<file path="src/rtl/regfile_wb_arbiter_if.sv">
// Regfile write-side bus: source A writeback, source B valid/ready handshake,
// decode scoreboard query and the registered regfile write port.
interface regfile_wb_arbiter_if #(
  parameter int unsigned W  = 32,
  parameter int unsigned AW = 5
);
  logic          a_valid;
  logic [AW-1:0] a_reg;
  logic [W-1:0]  a_data;
  logic          b_valid;
  logic          b_ready;
  logic [AW-1:0] b_reg;
  logic [W-1:0]  b_data;
  logic [AW-1:0] chk_reg;
  logic          chk_hit;
  logic          w;
  logic [AW-1:0] W_Reg;
  logic [W-1:0]  W_Data;

  // Producer / decode side
  modport master (
    output a_valid, a_reg, a_data, b_valid, b_reg, b_data, chk_reg,
    input  b_ready, chk_hit, w, W_Reg, W_Data
  );

  // Arbiter side
  modport slave (
    input  a_valid, a_reg, a_data, b_valid, b_reg, b_data, chk_reg,
    output b_ready, chk_hit, w, W_Reg, W_Data
  );
endinterface

</file>
<file path="src/rtl/regfile_wb_arbiter.sv">
// Regfile write arbiter: source A (in-order writeback) has strict priority over
// source B, which is buffered in a DEPTH-entry FIFO. Writes to register 0 are
// dropped. chk_hit reports writes still pending in the FIFO or output stage.
// Optional macro WB_WAW_KILL_EN: an accepted A write kills older queued B
// entries to the same register; killed entries drain without writing.
module regfile_wb_arbiter #(
  parameter int unsigned W     = 32,
  parameter int unsigned AW    = 5,
  parameter int unsigned DEPTH = 2
) (
  input logic               clk,
  input logic               rst_n,
  regfile_wb_arbiter_if.slave bus
);
  localparam int unsigned PW = (DEPTH > 1) ? $clog2(DEPTH) : 1;
  localparam int unsigned CW = $clog2(DEPTH + 1);
  localparam logic [CW-1:0] DepthC = CW'(DEPTH);

  logic [AW-1:0]    r_reg  [DEPTH];
  logic [W-1:0]     r_data [DEPTH];
  logic [DEPTH-1:0] r_vld;
  logic [PW-1:0]    r_rd_ptr;
  logic [PW-1:0]    r_wr_ptr;
  logic [CW-1:0]    r_count;
  logic             r_w;
  logic [AW-1:0]    r_w_reg;
  logic [W-1:0]     r_w_data;
`ifdef WB_WAW_KILL_EN
  logic [DEPTH-1:0] r_kill;
`endif

  logic             w_b_ready;
  logic             w_enq;
  logic             w_a_go;
  logic             w_pop;
  logic             w_head_kill;
  logic [DEPTH-1:0] w_live;
  logic             w_fifo_hit;

  // Ready depends only on the registered count; a pop does not free a slot early
  assign w_b_ready = rst_n && (r_count != DepthC);
  assign w_enq     = bus.b_valid && w_b_ready && (bus.b_reg != '0);
  assign w_a_go    = bus.a_valid && (bus.a_reg != '0);
  assign w_pop     = !w_a_go && (r_count != '0);

`ifdef WB_WAW_KILL_EN
  assign w_live      = r_vld & ~r_kill;
  assign w_head_kill = r_kill[r_rd_ptr];
`else
  assign w_live      = r_vld;
  assign w_head_kill = 1'b0;
`endif

  // Live-entry match against the decode query
  always_comb begin
    w_fifo_hit = 1'b0;
    for (int i = 0; i < DEPTH; i++) begin
      if (w_live[i] && (r_reg[i] == bus.chk_reg)) w_fifo_hit = 1'b1;
    end
  end

  assign bus.b_ready = w_b_ready;
  assign bus.chk_hit = (bus.chk_reg != '0) &&
                       (w_fifo_hit || (r_w && (r_w_reg == bus.chk_reg)));
  assign bus.w       = r_w;
  assign bus.W_Reg   = r_w_reg;
  assign bus.W_Data  = r_w_data;

  // FIFO payload storage; validity is tracked separately so no reset is needed
  always_ff @(posedge clk) begin
    if (w_enq) begin
      r_reg[r_wr_ptr]  <= bus.b_reg;
      r_data[r_wr_ptr] <= bus.b_data;
    end
  end

  // FIFO control: pointers, count, entry valid (and kill) bits
  always_ff @(posedge clk or negedge rst_n) begin
    if (!rst_n) begin
      r_rd_ptr <= '0;
      r_wr_ptr <= '0;
      r_count  <= '0;
      r_vld    <= '0;
`ifdef WB_WAW_KILL_EN
      r_kill   <= '0;
`endif
    end else begin
      r_count <= r_count + CW'(w_enq) - CW'(w_pop);
      if (w_pop) begin
        r_vld[r_rd_ptr] <= 1'b0;
        r_rd_ptr        <= r_rd_ptr + 1'b1;
      end
`ifdef WB_WAW_KILL_EN
      // Older entries to the register A is writing now would clobber it later
      for (int i = 0; i < DEPTH; i++) begin
        if (w_a_go && r_vld[i] && (r_reg[i] == bus.a_reg)) r_kill[i] <= 1'b1;
      end
`endif
      // Same-cycle push is younger than A, so it is enqueued unkilled
      if (w_enq) begin
        r_vld[r_wr_ptr] <= 1'b1;
`ifdef WB_WAW_KILL_EN
        r_kill[r_wr_ptr] <= 1'b0;
`endif
        r_wr_ptr        <= r_wr_ptr + 1'b1;
      end
    end
  end

  // Registered write port: A first, else FIFO head (silent if killed)
  always_ff @(posedge clk or negedge rst_n) begin
    if (!rst_n) begin
      r_w      <= 1'b0;
      r_w_reg  <= '0;
      r_w_data <= '0;
    end else if (w_a_go) begin
      r_w      <= 1'b1;
      r_w_reg  <= bus.a_reg;
      r_w_data <= bus.a_data;
    end else if (w_pop && !w_head_kill) begin
      r_w      <= 1'b1;
      r_w_reg  <= r_reg[r_rd_ptr];
      r_w_data <= r_data[r_rd_ptr];
    end else begin
      r_w <= 1'b0;
    end
  end
endmodule
</file>
<file path="src/flat_wrapper.sv">
// flat-port wrapper written by rule: the top's interface ports become plain ports
module regfile_wb_arbiter_flat 
#(
  parameter int unsigned W     = 32,
  parameter int unsigned AW    = 5,
  parameter int unsigned DEPTH = 2
)
  (clk, rst_n, bus_a_valid, bus_a_reg, bus_a_data, bus_b_valid, bus_b_reg, bus_b_data, bus_chk_reg, bus_b_ready, bus_chk_hit, bus_w, bus_W_Reg, bus_W_Data);
  regfile_wb_arbiter_if #(.W(W), .AW(AW)) bus_i ();
  input logic clk;
  input logic rst_n;
  input wire logic [$bits(bus_i.a_valid)-1:0] bus_a_valid;
  input wire logic [$bits(bus_i.a_reg)-1:0] bus_a_reg;
  input wire logic [$bits(bus_i.a_data)-1:0] bus_a_data;
  input wire logic [$bits(bus_i.b_valid)-1:0] bus_b_valid;
  input wire logic [$bits(bus_i.b_reg)-1:0] bus_b_reg;
  input wire logic [$bits(bus_i.b_data)-1:0] bus_b_data;
  input wire logic [$bits(bus_i.chk_reg)-1:0] bus_chk_reg;
  output wire logic [$bits(bus_i.b_ready)-1:0] bus_b_ready;
  output wire logic [$bits(bus_i.chk_hit)-1:0] bus_chk_hit;
  output wire logic [$bits(bus_i.w)-1:0] bus_w;
  output wire logic [$bits(bus_i.W_Reg)-1:0] bus_W_Reg;
  output wire logic [$bits(bus_i.W_Data)-1:0] bus_W_Data;
  assign bus_i.a_valid = bus_a_valid;
  assign bus_i.a_reg = bus_a_reg;
  assign bus_i.a_data = bus_a_data;
  assign bus_i.b_valid = bus_b_valid;
  assign bus_i.b_reg = bus_b_reg;
  assign bus_i.b_data = bus_b_data;
  assign bus_i.chk_reg = bus_chk_reg;
  assign bus_b_ready = bus_i.b_ready;
  assign bus_chk_hit = bus_i.chk_hit;
  assign bus_w = bus_i.w;
  assign bus_W_Reg = bus_i.W_Reg;
  assign bus_W_Data = bus_i.W_Data;
  regfile_wb_arbiter #(.W(W), .AW(AW), .DEPTH(DEPTH)) u_core (.clk(clk), .rst_n(rst_n), .bus(bus_i));
endmodule
</file>
<file path="config.mk">
export PLATFORM = sky130hd
export DESIGN_NAME = regfile_wb_arbiter_flat
export DESIGN_NICKNAME = d
export VERILOG_FILES = /design/src/rtl/regfile_wb_arbiter_if.sv /design/src/rtl/regfile_wb_arbiter.sv /design/src/flat_wrapper.sv
export SDC_FILE = /design/constraint.sdc
export NUM_CORES = 1
export LEC_CHECK = 0
export CORE_MARGIN = 2
export CORE_UTILIZATION = 52
export CTS_BUF_LIST = sky130_fd_sc_hd__clkbuf_16
export CTS_CLUSTER_DIAMETER = 120
export CTS_CLUSTER_SIZE = 30
export DETAILED_ROUTE_END_ITERATION = 16
export GPL_ROUTABILITY_DRIVEN = 1
export PLACE_DENSITY = 0.84
export SLEW_MARGIN = 10
export SYNTH_ARGS = -nofsm -noshare
export SYNTH_HDL_FRONTEND = slang
export SYNTH_SLANG_ARGS = --single-unit
</file>
<file path="constraint.sdc">
create_clock -name clk -period 5.8 [get_ports clk]
set_input_delay 1.16 -clock clk [delete_from_list [all_inputs] [get_ports clk]]
set_output_delay 1.16 -clock clk [all_outputs]
set_load 0.1 [all_outputs]
</file>
==> results of run 1 <==
[how the worst min path moves through the flow]
| stage | start | end | slack, ps | depth (start not counted) |
|---|---|---|---|---|
| global route | u_core.r_data[0][29] | u_core.bus.W_Data[29] | 500 | 1 |
| finish | u_core.r_data[0][24] | u_core.bus.W_Data[24] | 480 | 1 |
| floorplan | u_core.r_vld[0] | u_core.r_vld[0] | 450 | 1 |
| global placement | u_core.r_data[1][16] | u_core.bus.W_Data[16] | 460 | 1 |
| CTS | u_core.r_data[1][2] | u_core.bus.W_Data[2] | 490 | 1 |
| detailed placement | u_core.r_data[1][5] | u_core.bus.W_Data[5] | 470 | 1 |
[final cells by class]
type / count / area, sq um
repair buffers: 127 / 1250
flip-flops and latches: 118 / 3320
clock inverters: 15 / 123
inverters: 1 / 3.75
multi-input cells: 208 / 1340
fillers: 560 / 2210
clock buffers: 17 / 425
well taps: 108 / 135
[where the power goes]
part / internal (uW) / leakage [uW] / switching, uW
sequential: 1090 / 0.00121 / 131
clock: 555 / 0.000253 / 398
combinational: 453 / 0.000977 / 1240
[cells in the final DEF, fill, tap and decap left out, types with 3 or more instances in the layout]
cell type / count
clkdlybuf4s50_1: 120
edfxtp_1: 74
dfrtp_1: 44
nand2_1: 40
a21oi_1: 39
a221o_1: 28
nand3b_1: 17
clkbuf_16: 17
xor2_1: 14
nand3_1: 13
nor2_1: 12
o21ai_0: 12
mux2i_1: 9
inv_6: 6
buf_4: 6
clkinvlp_4: 5
xnor2_1: 3
nor4_1: 3
[cell families after synthesis]
group | synth area share
flops | 0.699
xor+xnor | 0.0313
buf+inv | 0.0253
compound gates | 0.121
fa+ha+maj | 0.00263
simple gates | 0.102
mux | 0.0189
[critical path: stages]
cell and delay, ps:
clkdlybuf4s50_1 530, xor2_1 220, nor4_1 290, nand3_1 110, a21oi_1 150, buf_4 310
[metal layers]
| metal | part of all wire | wire length, microns | vias to the layer above | GRT usage |
|---|---|---|---|---|
| li1 | - | - | 1564 | - |
| met1 | 0.38 | 4400 | 1731 | 0.284 |
| met2 | 0.55 | 6410 | 146 | 0.443 |
| met3 | 0.054 | 629 | 25 | 0.0569 |
| met4 | 0.023 | 270 | 0 | 0.100 |
| met5 | 0 | 0 | - | 0 |
[per-stage QoR]
stage | utilization | setup slack (ps)
2_1_floorplan | - | 1200
3_3_place_gp | 0.687 | 1980
3_5_place_dp | 0.687 | 1910
4_1_cts | 0.750 | 1900
5_1_grt | 0.750 | 1760
6_report | 0.750 | 1870
==> reports/metrics.csv, run 1 <==
metric,value,unit
status,"finished, final reports clean",
hold_violations,0,
clock_sinks,118,
fin_crit_sh,0.677,
grt_pass1_vias,3707,
synth_edf_count,74,
largest_reg_flops,64,
synth_top_area_frac,0.467,
track_usage,0.246,
ys_seq_area_frac,0.699,
finalInstanceArea,6600,sq um
ctsResizeCount,0,
synth_area_leader_cell,edfxtp_1,
viasPerCell,5.84,
synthTopCellsByCount,"74 x edfxtp_1, 44 x dfrtp_1, 40 x nand2_1",
netlist_area,4760,sq um
area_growth,38.8,%
skew,6.18,ps
cts_tree,built,
die_height,99.6,microns
numCtsBuffers,17,
p_total,3870,uW
nets,557,
avgRoutedWirePerCell,19.7,microns
reg2reg_depth,4,
io_buffers,122,
critPathLaunchType,input pin,
antennaDiodeCount,0,
final_cell_count_no_fill,594,
place_inst,562,
yosysUniqueCellTypes,31,
routed-via-count,3466,
yosys_warnings,0,
worst_pin_slew,1000,ps
gp_congestion,0.873,
hold_path.class,reg -> reg,
detail-route-antenna-nets,0,
die_w,99.6,microns
drv_cap,0,
cts_root_buf,clkbuf_16,
totalWireLength,11700,microns
dr.pass1.iters,5,
async_flop_share,0.373,
post_synth.cell_area_avg,13.6,sq um
worstSkewPairLatency,410,ps
drt_iter0_drc,208,
holdWs,485,ps
yosysMostFrequentCell,edfxtp_1,
p_per_area,586,nW/um^2
critPathRequiredTime,4640,ps
syn_nets,433,
start_util,0.540,
io_pins,123,
synth_ff_type,edfxtp_1,
core-area,8810,sq um
timing.rr.start,u_core.r_count[0],
path_clk_slew,60,ps
critPathKind,in -> out,
layout-drive-gt1-share,0.0926,
dp_hpwl,7350,microns
vdd_drop_max,292,uV
critPathMaxFanout,4,
synth_area_leaders,"edfxtp_1 47%, dfrtp_1 23%, a221o_1 5.9%",
rr_endpoint,u_core.r_data[1][18],
worstSetupEndpointType,output pin,
synth_seq_cells,118,
grt_pass1_wl,18400,microns
rows,34,
htreeDepth,4,
cts_buffer_depth,2,
gr-total-overflow,0,
antenna_found_initial,0,
crit_start,bus_chk_reg[3],
post-cts-setup-buffers,0,
tns,0,ps
fmax,255,MHz
grt_max_degree,78,
rsz0062_at_grt,no,
setup_viol_count_final,0,
slew_headroom,0.330,
crit_path_end,bus_chk_hit,
worstPathArrival,2770,ps
fp.dieArea,9930,sq um
postSynthCellCount,349,
slew_violations,0,
drc,0,
period_minus_slack,3930,ps
reg2reg_slack,3290,ps
placed_cell_area,6050,sq um
ctsHoldBuffers,0,
p_leak,0.00244,uW
Note: power is estimated with default switching activity, not from simulation.
==> run 2: changes to the inputs <==
CORE_UTILIZATION = 44   (was 52)
PLACE_DENSITY = 0.76   (was 0.84)
clock period = 3.36 ns   (was 5.8 ns; I/O delays follow)
==> reports/metrics.csv, run 2 (synthesis results as in run 1) <==
metric,value,unit
status,"finished, final reports clean",
htreeDepth,4,
rsz0062_at_grt,no,
skew,6.92,ps
largest_reg_flops,64,
worst_pin_slew,918,ps
viasPerCell,5.50,
worstPathArrival,2270,ps
fmax,340,MHz
final_cell_mix,"81 x clkdlybuf4s50_1, 74 x edfxtp_1, 45 x buf_4",
drc,0,
path_clk_slew,60,ps
p_sw,2990,uW
final_cell_count_no_fill,624,
gr-total-overflow,0,
place_inst,592,
hold_path.class,in -> async,
slew_headroom,0.388,
totalWireLength,11600,microns
p_per_area,1020,nW/um^2
cts_tree,built,
internal_power,3770,uW
rows,37,
detail-route-antenna-nets,0,
ctsHoldBuffers,0,
power_frac_clock,0.262,
fin_crit_sh,0.875,
drv_cap,0,
layout-drive-gt1-share,0.176,
routed-via-count,3430,
power_frac_seq,0.315,
p_leak,0.00253,uW
dp_hpwl,7640,microns
tns,0,ps
fp.dieArea,11700,sq um
ctsResizeCount,0,
avgRoutedWirePerCell,18.6,microns
period_minus_slack,2940,ps
finalInstanceArea,6620,sq um
track_usage,0.201,
vdd_drop_max,547,uV
io_buffers,122,
dr.pass1.iters,4,
critPathKind,in -> out,
antennaDiodeCount,0,
post-cts-setup-buffers,0,
cts_buffer_depth,2,
die_height,108,microns
setup_viol_count_final,0,
holdWs,409,ps
swShare,0.442,
critPathMaxFanout,4,
clock_sinks,118,
antenna_found_initial,0,
numCtsBuffers,17,
slew_violations,0,
grt_max_degree,46,
io_pins,123,
nets,559,
layout_commonest_cell,clkdlybuf4s50_1,
grt_pass1_vias,3532,
grt_pass1_wl,17500,microns
hold_violations,0,
gp_congestion,0.745,
cts_root_buf,clkbuf_16,
critPathLaunchType,input pin,
drt_iter0_drc,264,
p_comb_frac,0.423,
worstSetupEndpointType,output pin,
core-area,10400,sq um
placed_cell_area,6030,sq um
num-fill-cells,772,
start_util,0.457,
critPathRequiredTime,2690,ps
area_growth,39.3,%
die_w,108,microns
worstSkewPairLatency,410,ps
[run 2: changes by cell type in the layout (fill, tap and decap cells not counted), moves of 2 or more]
cell | previous run | this run
buf_4 | 6 | 45
bufinv_16 | 0 | 3
buf_12 | 0 | 2
clkinv_2 | 0 | 4
clkdlybuf4s50_1 | 120 | 81
inv_6 | 6 | 0
[run 2: routing by layer]
metal | up-vias | share of wire | routed length (microns) | global-route usage
li1 | 1577 | - | - | -
met1 | 1690 | 0.39 | 4480 | 0.239
met2 | 136 | 0.52 | 6030 | 0.343
met3 | 27 | 0.063 | 731 | 0.0506
met4 | 0 | 0.029 | 340 | 0.0952
met5 | - | 0 | 0 | 0
[run 2: worst paths after layout]
kind / end / cells after the start / startpoint / slack (ps)
setup / recovery: bus_chk_hit / 6 / bus_chk_reg[3] / 420
hold / removal: u_core.bus.W_Data[12] / 2 / rst_n / 410
setup reg to reg: u_core.r_data[1][18] / 4 / u_core.r_count[0] / 1050
hold reg to reg: u_core.bus.W_Data[29] / 1 / u_core.r_data[0][29] / 480
max in group asynchronous: u_core.bus.W_Data[19] / 2 / rst_n / 2540
min in group clk: u_core.bus.W_Data[29] / 1 / u_core.r_data[0][29] / 480
[run 2: cell type report]
| type | count | area, sq um | area share |
|---|---|---|---|
| flip-flops and latches | 118 | 3320 | 0.502 |
| multi-input cells | 208 | 1340 | 0.203 |
| repair buffers | 129 | 1190 | 0.180 |
| clock buffers | 17 | 425 | 0.0642 |
| well taps | 136 | 170 | 0.0257 |
| clock inverters | 15 | 165 | 0.0249 |
| inverters | 1 | 3.75 | 0.000567 |
[run 2: per-stage QoR]
step	util	setup WS, ps	power (uW)
6_report	0.636	419	6760
5_1_grt	0.636	298	7030
4_1_cts	0.636	402	6800
3_5_place_dp	0.579	408	5010
3_3_place_gp	0.579	464	4940
2_1_floorplan	-	306	4250
[run 2: worst max-delay path: stages]
cell             delay (ps)
clkdlybuf4s50_1         510
xor2_1                  200
nor4_1                  330
nand3_1                 150
a21oi_2                 210
buf_12                  190
[run 2: power groups by stage]
| stage | registers [uW] | logic [uW] | clock network, uW |
|---|---|---|---|
| floorplan | 3370 | 888 | 0 |
| global placement | 2130 | 2820 | 0 |
| detailed placement | 2140 | 2870 | 0 |
| CTS | 2120 | 2880 | 1800 |
| global route | 2160 | 3010 | 1860 |
| finish | 2130 | 2860 | 1770 |
==> run 3: changes to the inputs <==
PLACE_DENSITY = unset   (was 0.76)
PLACE_DENSITY_LB_ADDON = 0.12   (was unset)
SLEW_MARGIN = 20   (was 10)
==> reports/metrics.csv, run 3 (synthesis results as in run 1) <==
metric,value,unit
io_pins,123,
worstSetupEndpointType,output pin,
num-fill-cells,804,
fp.dieArea,11700,sq um
worstPathArrival,2350,ps
vdd_drop_max,544,uV
ctsHoldBuffers,0,
grt_pass1_wl,16900,microns
fin_crit_sh,0.898,
critPathKind,in -> out,
rsz0062_at_grt,no,
htreeDepth,4,
worst_pin_slew,961,ps
power_frac_seq,0.320,
dr.pass1.iters,4,
drc,0,
p_leak,0.00254,uW
critPathLaunchType,input pin,
critical_path.max_stage_delay,530,ps
layout-drive-gt1-share,0.168,
critPathSlowestCell,clkdlybuf4s50_1,
period_minus_slack,3020,ps
gr-total-overflow,0,
post-cts-setup-buffers,0,
final_cell_mix,"84 x clkdlybuf4s50_1, 74 x edfxtp_1, 43 x buf_4, 43 x dfrtp_1, 40 x nand2_1",
cts_buffer_depth,2,
internal_power,3760,uW
cts_tree,built,
grt_max_degree,50,
drt_iter0_drc,171,
p_comb_frac,0.421,
numCtsBuffers,17,
rows,37,
reg2reg_depth,4,
setup_viol_count_final,0,
ctsResizeCount,0,
power_frac_clock,0.260,
slew_headroom,0.357,
cts_root_buf,clkbuf_16,
worstPathCellList,clkdlybuf4s50_1 > xor2_1 > nor4_1 > nand3_1 > a21oi_2 > buf_12,
critPathRequiredTime,2690,ps
die_w,108,microns
p_per_area,1010,nW/um^2
swShare,0.438,
detail-route-antenna-nets,0,
clock_sinks,118,
critPathMaxFanout,4,
dp_hpwl,6850,microns
path_clk_slew,50,ps
tns,0,ps
finalInstanceArea,6620,sq um
drv_cap,0,
grt_pass1_vias,3339,
placed_cell_area,6050,sq um
status,"finished, final reports clean",
holdWs,389,ps
start_util,0.457,
gp_congestion,0.846,
antenna_found_initial,0,
track_usage,0.195,
layout_commonest_cell,clkdlybuf4s50_1,
skew,8.24,ps
routed-via-count,3291,
p_sw,2940,uW
slew_violations,0,
largest_reg_flops,64,
die_height,108,microns
core-area,10400,sq um
nets,560,
worstSkewPairLatency,400,ps
fmax,331,MHz
hold_path.class,in -> async,
viasPerCell,5.27,
io_buffers,122,
antennaDiodeCount,0,
hold_violations,0,
totalWireLength,11000,microns
avgRoutedWirePerCell,17.5,microns
area_growth,39.3,%
-- run 3: changes by cell type in the layout (fill, tap and decap cells not counted), moves of 2 or more --
cell	before	now
buf_4	45	43
clkinvlp_4	4	2
inv_1	2	4
clkinv_4	2	0
clkdlybuf4s50_1	81	84
-- run 3: worst paths after layout --
| kind | from | slack (ps) | end |
|---|---|---|---|
| max | bus_chk_reg[0] | 340 | bus_chk_hit |
| min reg2reg | u_core.r_data[1][14] | 470 | u_core.bus.W_Data[14] |
| min | rst_n | 390 | u_core.bus.W_Data[10] |
| max in group asynchronous | rst_n | 2530 | u_core.r_rd_ptr |
| min in group clk | u_core.r_data[1][14] | 470 | u_core.bus.W_Data[14] |
| max reg2reg | u_core.r_count[0] | 950 | u_core.r_data[1][19] |
-- run 3: power by group through the flow --
stage / registers (uW) / clock network (uW) / logic, uW
6_report: 2140 / 1740 / 2820
4_1_cts: 2140 / 1760 / 2840
3_5_place_dp: 2170 / 0 / 2840
2_1_floorplan: 3370 / 0 / 888
5_1_grt: 2180 / 1850 / 2960
3_3_place_gp: 2160 / 0 / 2810
-- run 3: stage by stage --
stage	power, uW	std cells	setup WS (ps)	utilization
after floorplan	4250	349	306	-
after global placement	4970	593	406	0.581
after detailed placement	5000	593	357	0.581
after CTS	6740	625	346	0.636
after global routing	6990	625	218	0.636
final	6700	625	341	0.636
-- run 3: critical path: cells and delay by family --
| kind | cells | cell delay, ps |
|---|---|---|
| buffers and inverters | 2 | 730 |
| xor gates and xnor gates | 1 | 210 |
| AOI/OAI and AO/OA | 1 | 220 |
| and+or+nand+nor | 2 | 500 |
-- run 3: cell type report --
class,instances,area (sq um),share of cell area
Timing Repair Buffer,130,1210,0.182
Multi-Input combinational cell,208,1340,0.203
Inverter,1,3.75,0.000567
Clock buffer,17,425,0.0642
Tap cell,136,170,0.0257
Clock inverter,15,149,0.0225
Sequential cell,118,3320,0.502
-- run 3: per-layer routing --
layer  up-vias  global-route usage  wire length, microns
met1      1607               0.233                  4440
met5         -                   0                     0
met2       111               0.340                  5750
met3         8              0.0500                   663
li1       1565                   -                     -
met4         0              0.0714                   105
==> RTL edit 1 (flow settings as in run 1) <==
`AW` is set to 5 in 3 places; all go to 6.
--- a/src/rtl/regfile_wb_arbiter_if.sv
+++ b/src/rtl/regfile_wb_arbiter_if.sv
@@ -3,5 +3,5 @@
 interface regfile_wb_arbiter_if #(
   parameter int unsigned W  = 32,
-  parameter int unsigned AW = 5
+  parameter int unsigned AW = 6
 );
   logic          a_valid;
--- a/src/rtl/regfile_wb_arbiter.sv
+++ b/src/rtl/regfile_wb_arbiter.sv
@@ -6,5 +6,5 @@
 module regfile_wb_arbiter #(
   parameter int unsigned W     = 32,
-  parameter int unsigned AW    = 5,
+  parameter int unsigned AW    = 6,
   parameter int unsigned DEPTH = 2
 ) (
--- a/src/flat_wrapper.sv
+++ b/src/flat_wrapper.sv
@@ -3,5 +3,5 @@
 #(
   parameter int unsigned W     = 32,
-  parameter int unsigned AW    = 5,
+  parameter int unsigned AW    = 6,
   parameter int unsigned DEPTH = 2
 )
Interface: changed (resized bus_W_Reg, bus_a_reg, bus_b_reg and bus_chk_reg); port bits go from 123 to 127. No check against the original RTL was run, so the function may have changed too.
==> RTL edit 1 against run 1 <==
Sequential share of layout area is 1.7 points lower; global-route usage up 0.22 points; total power grew 4.6%; first-iteration DRC count up 4.3%; cell area is 6.1% higher; worst setup slack got worse by 0.0077 ns; area after synthesis grew 7.0%; sequential cell count grew 3; wire length is 9.4% higher; final cell count rose by 15%; critical endpoint unchanged.
==> RTL edit 1: results (changes against run 1) <==
first-pass GRT wire length 19800 um (+7.6%); Largest register FFs 64 (unchanged); layout cells sized above 1 8.711% (-0.55 points); Antenna diodes 0 (unchanged); status completed; Top Layer Used met4; Crit path max-delay family buffers and inverters; Max VDD drop 0.3455 mV (+18%); Max clock buf depth 2 (unchanged); register area share after synthesis 66.98% (-2.9 points); asr flop ratio synth 37.19% (-0.098 points); count of cell types in the netlist 33 (+6.5%); synthesized instance count 417 (+19%); r2r setup slk 3.32 ns (+0.03 ns); YS warnings 0 (unchanged); final WL 12810 um (+9.4%); WHS 0.4859 ns (+0.001361 ns); top post-synthesis cells by area edfxtp_1 45%, dfrtp_1 22%, a21oi_1 5.6%, nand2_1 5.2%, o211ai_1 4.0%; initial antenna violation count 0 (unchanged); htree depth 4 (unchanged); Hold Crit Class flip-flop to flip-flop; fmax 0.2542 GHz (-0.20%); CTS resizes 0 (unchanged); GPL Wtd Cong 0.9081 (+4.0%); Inst Count DP 652 (+16%); hpwl dp 8051 um (+9.5%); maximum fanout along the worst path 4 (unchanged); DR vias 3871 (+12%); Pre-Repair DR Iteration Count 4 (-1); met1 wire length 5047 um (+15%); met3 wire length 696 um (+11%); DP Area 6411 um2 (+5.9%); postcts setup bufs 0 (unchanged); Clock Skew 0.01055 ns (+0.004369 ns); Slew headroom 20.42% (-13 points); Pleak 2.597 nW (+6.3%); most frequent cells after synthesis 76 x edfxtp_1, 70 x nand2_1, 57 x a21oi_1, 45 x dfrtp_1, 34 x nand3_1; critical path arrival 2.77 ns (about the same); Slowest cell on crit path clkdlybuf4s50_1; clock slew at reported path FFs 0.05 ns; CTS Buf Count 17 (unchanged); Post-synth EDFFs 76 (+2.7%); vias in the first global route 4040 (+9.0%); port buffer count 126 (+3.3%); Clk Tree Root Cell clkbuf_16; # nets final 625 (+12%); Syn Nets 504 (+16%); slowest stage delay, CP 0.60 ns (+0.07 ns); gr usage total 24.84% (+0.22 points); pre-CTS setup slack 1.894 ns (-0.01915 ns); DR WL/cell 18.73 um (-5.0%); Worst-Skew Late Latency approximately 0.4 ns; routed wl met2 6773 um (+5.6%); DRT iter0 DRCs 217 (+4.3%); largest net degree at the start of global routing 46 (-41%)
==> RTL edit 1: cell types whose count changed in the layout (fill, tap and decap cells not counted), sizes merged, moves of 5 or more <==
cell / delta
a21oi: +27
a221o: -22
inv: -5
nand2: +30
nand3: +21
nand3b: -17
nor2: -7
o211ai: +27
xnor2: +7
==> RTL edit 1: logic make-up after synthesis <==
logic type | Yosys count | share of synthesized area (%)
compound gates | 113 | 14.06
xor+xnor | 20 | 3.442
fa+ha+maj | 1 | 0.2458
buf+inv | 29 | 3.098
flops | 121 | 66.98
mux | 5 | 0.9836
simple gates | 128 | 11.19
==> RTL edit 1: layout make-up <==
cell class / instances / area [um2]
sequential: 121 / 3408
fill: 683 / 2634
multi-input combinational: 267 / 1545
timing repair buffer: 131 / 1291
clock buffer: 17 / 425.4
clock inverter: 15 / 168.9
tap: 133 / 166.4
==> RTL edit 1: power breakdown <==
group / switching, mW / leakage (nW) / internal [mW] / total [mW]
logic: 1.32 / 1.05 / 0.436 / 1.75
clock network: 0.349 / 0.300 / 0.704 / 1.05
registers: 0.120 / 1.24 / 1.12 / 1.24
total: 1.79 / 2.60 / 2.26 / 4.05
==> RTL edit 1: routing by layer <==
metal  global-route usage [%]  vias to the layer above
met3                    5.898                       30
li1                         -                     1791
met1                    29.75                     1885
met2                    42.91                      165
met4                    10.83                        0
met5                        0                        -
==> RTL edit 1: path summary, 6_finish.rpt <==
| path | startpoint | endpoint | cells after the start |
|---|---|---|---|
| worst min register to register | u_core.r_data[0][3] | u_core.bus.W_Data[3] | 2 |
| max in group asynchronous | rst_n | u_core.r_count[1] | 2 |
| worst max-delay path | bus_chk_reg[0] | bus_chk_hit | 7 |
| worst min-delay path | u_core.r_data[0][3] | u_core.bus.W_Data[3] | 2 |
| min in group asynchronous | rst_n | u_core.bus.W_Data[11] | 2 |
| worst max register to register | u_core.r_count[0] | u_core.r_data[0][30] | 4 |
==> RTL edit 1: worst reg2reg max path, delay by kind of cell (launching register included) <==
kind | cells | cell delay, ns
compound gates | 1 | 0.28
flops | 1 | 0.46
simple gates | 3 | 1.34
==> RTL edit 2 (config.mk and constraints of run 1) <==
Without the edit above. Reset style: synchronous (`rst_n`), changed in 2 clocked blocks.
--- a/src/rtl/regfile_wb_arbiter.sv
+++ b/src/rtl/regfile_wb_arbiter.sv
@@ -76,5 +76,5 @@
 
   // FIFO control: pointers, count, entry valid (and kill) bits
-  always_ff @(posedge clk or negedge rst_n) begin
+  always_ff @(posedge clk) begin
     if (!rst_n) begin
       r_rd_ptr <= '0;
@@ -109,5 +109,5 @@
 
   // Registered write port: A first, else FIFO head (silent if killed)
-  always_ff @(posedge clk or negedge rst_n) begin
+  always_ff @(posedge clk) begin
     if (!rst_n) begin
       r_w      <= 1'b0;
Formal check against the unedited RTL: differs if rst_n is asserted again (counterexample within 4 cycles, from zero or initial values and one cycle with rst_n low); with rst_n held inactive, the same outputs for 4 cycles.
==> RTL edit 2 against run 1 <==
Die area is 0.41% lower; synthesized cell count increased by 11%; worst hold slack improved by 0.053 ns; wire length decreased by 5.3%; sequential cell count increased by 1; area after synthesis decreased by 0.42%; cell area up 0.57%; worst setup slack got worse by 0.31 ns; critical endpoint is now bus_b_ready.
Power is not compared: it rests on default switching activity, and its combinational part moved more than twofold at a synthesized area within 25%.
==> RTL edit 2: results (changes against run 1) <==
layout cells sized above 1 8.238% (-1.0 points); register area share after synthesis 65.94% (-3.9 points); r2r setup slk 3.68 ns (+0.39 ns); Filler cells 591 (+5.5%); met3 wire length 667 um (+6.0%); asr flop ratio synth 0% (-37 points); RR Endpoint u_core.r_data[1][27]; # nets final 593 (+6.5%); largest net degree at the start of global routing 41 (-47%); hold_sp u_core.r_vld[0]; DRT iter0 DRCs 222 (+6.7%); Hold Path End u_core.r_vld[0]; Antenna diodes 0 (unchanged); status completed; worst slew pin tran 1.100 ns (+0.09800 ns); hpwl dp 7144 um (-2.8%); vias in the first global route 3664 (-1.2%); first-pass GRT wire length 17920 um (-2.6%); final WL 11090 um (-5.3%); gr usage total 23.44% (-1.2 points); GPL Wtd Cong 0.8916 (+2.1%); Main synth FF type edfxtp_1; count of cell types in the netlist 30 (-3.2%); Syn Nets 470 (+8.5%); Clock Skew 0.01013 ns (+0.003945 ns); maximum fanout along the worst path 7 (+3); most frequent cells after synthesis 75 x nand2_1, 74 x edfxtp_1, 45 x dfxtp_1, 42 x a21oi_1; Worst R2R Start u_core.r_count[0]; critical path arrival 3.07 ns (+0.30 ns); met1 GRT Util 29.70% (+1.3 points); routed wl met2 5667 um (-12%); slowest stage delay, CP 1.12 ns (+0.59 ns); Pre-Repair DR Iteration Count 4 (-1); Via density 5.573 (-4.5%)
RTL edit 2: how the worst max path moves through the flow:
stage                     slack [ns]                   to         start  cells after the start
after CTS                       1.57          bus_b_ready         rst_n                      3
after detailed placement        1.57          bus_b_ready         rst_n                      3
final                           1.57          bus_b_ready         rst_n                      3
after global routing            1.55          bus_b_ready         rst_n                      3
after global placement          1.62          bus_b_ready         rst_n                      3
after floorplan                 1.35  u_core.r_data[0][0]  bus_b_reg[3]                      3
RTL edit 2: stage by stage:
step	setup slack (ns)	area [um2]	hold slack [ns]	instances	util, %
floorplan	1.354	4736	0.4568	386	-
global placement	1.617	6050	0.5097	598	69.03
detailed placement	1.571	6050	0.5240	598	69.03
CTS	1.572	6638	0.5383	630	75.74
global route	1.546	6638	0.5567	630	75.74
finish	1.566	6638	0.5381	630	75.74
RTL edit 2: logic make-up after synthesis:
| group | Yosys count | synth area share [%] |
|---|---|---|
| compound gates | 89 | 11.78 |
| xor+xnor | 16 | 2.959 |
| fa+ha+maj | 1 | 0.2642 |
| buf+inv | 25 | 2.272 |
| flops | 119 | 65.94 |
| mux | 37 | 7.820 |
| simple gates | 99 | 8.956 |
RTL edit 2: layout make-up:
| cell class | instances | area (um2) | share of cell area, % |
|---|---|---|---|
| tap | 108 | 135.1 | 2.036 |
| clock buffer | 17 | 425.4 | 6.409 |
| sequential | 119 | 3124 | 47.07 |
| clock inverter | 15 | 162.7 | 2.451 |
| timing repair buffer | 128 | 1264 | 19.04 |
| inverter | 1 | 3.754 | 0.05655 |
| multi-input combinational | 242 | 1523 | 22.94 |
RTL edit 2: where the power goes:
part,leakage [nW],internal [mW],switching (mW)
logic,0.919,0.124,0.243
registers,1.05,0.942,0.0228
clock network,0.293,0.669,0.361
total,2.26,1.74,0.627
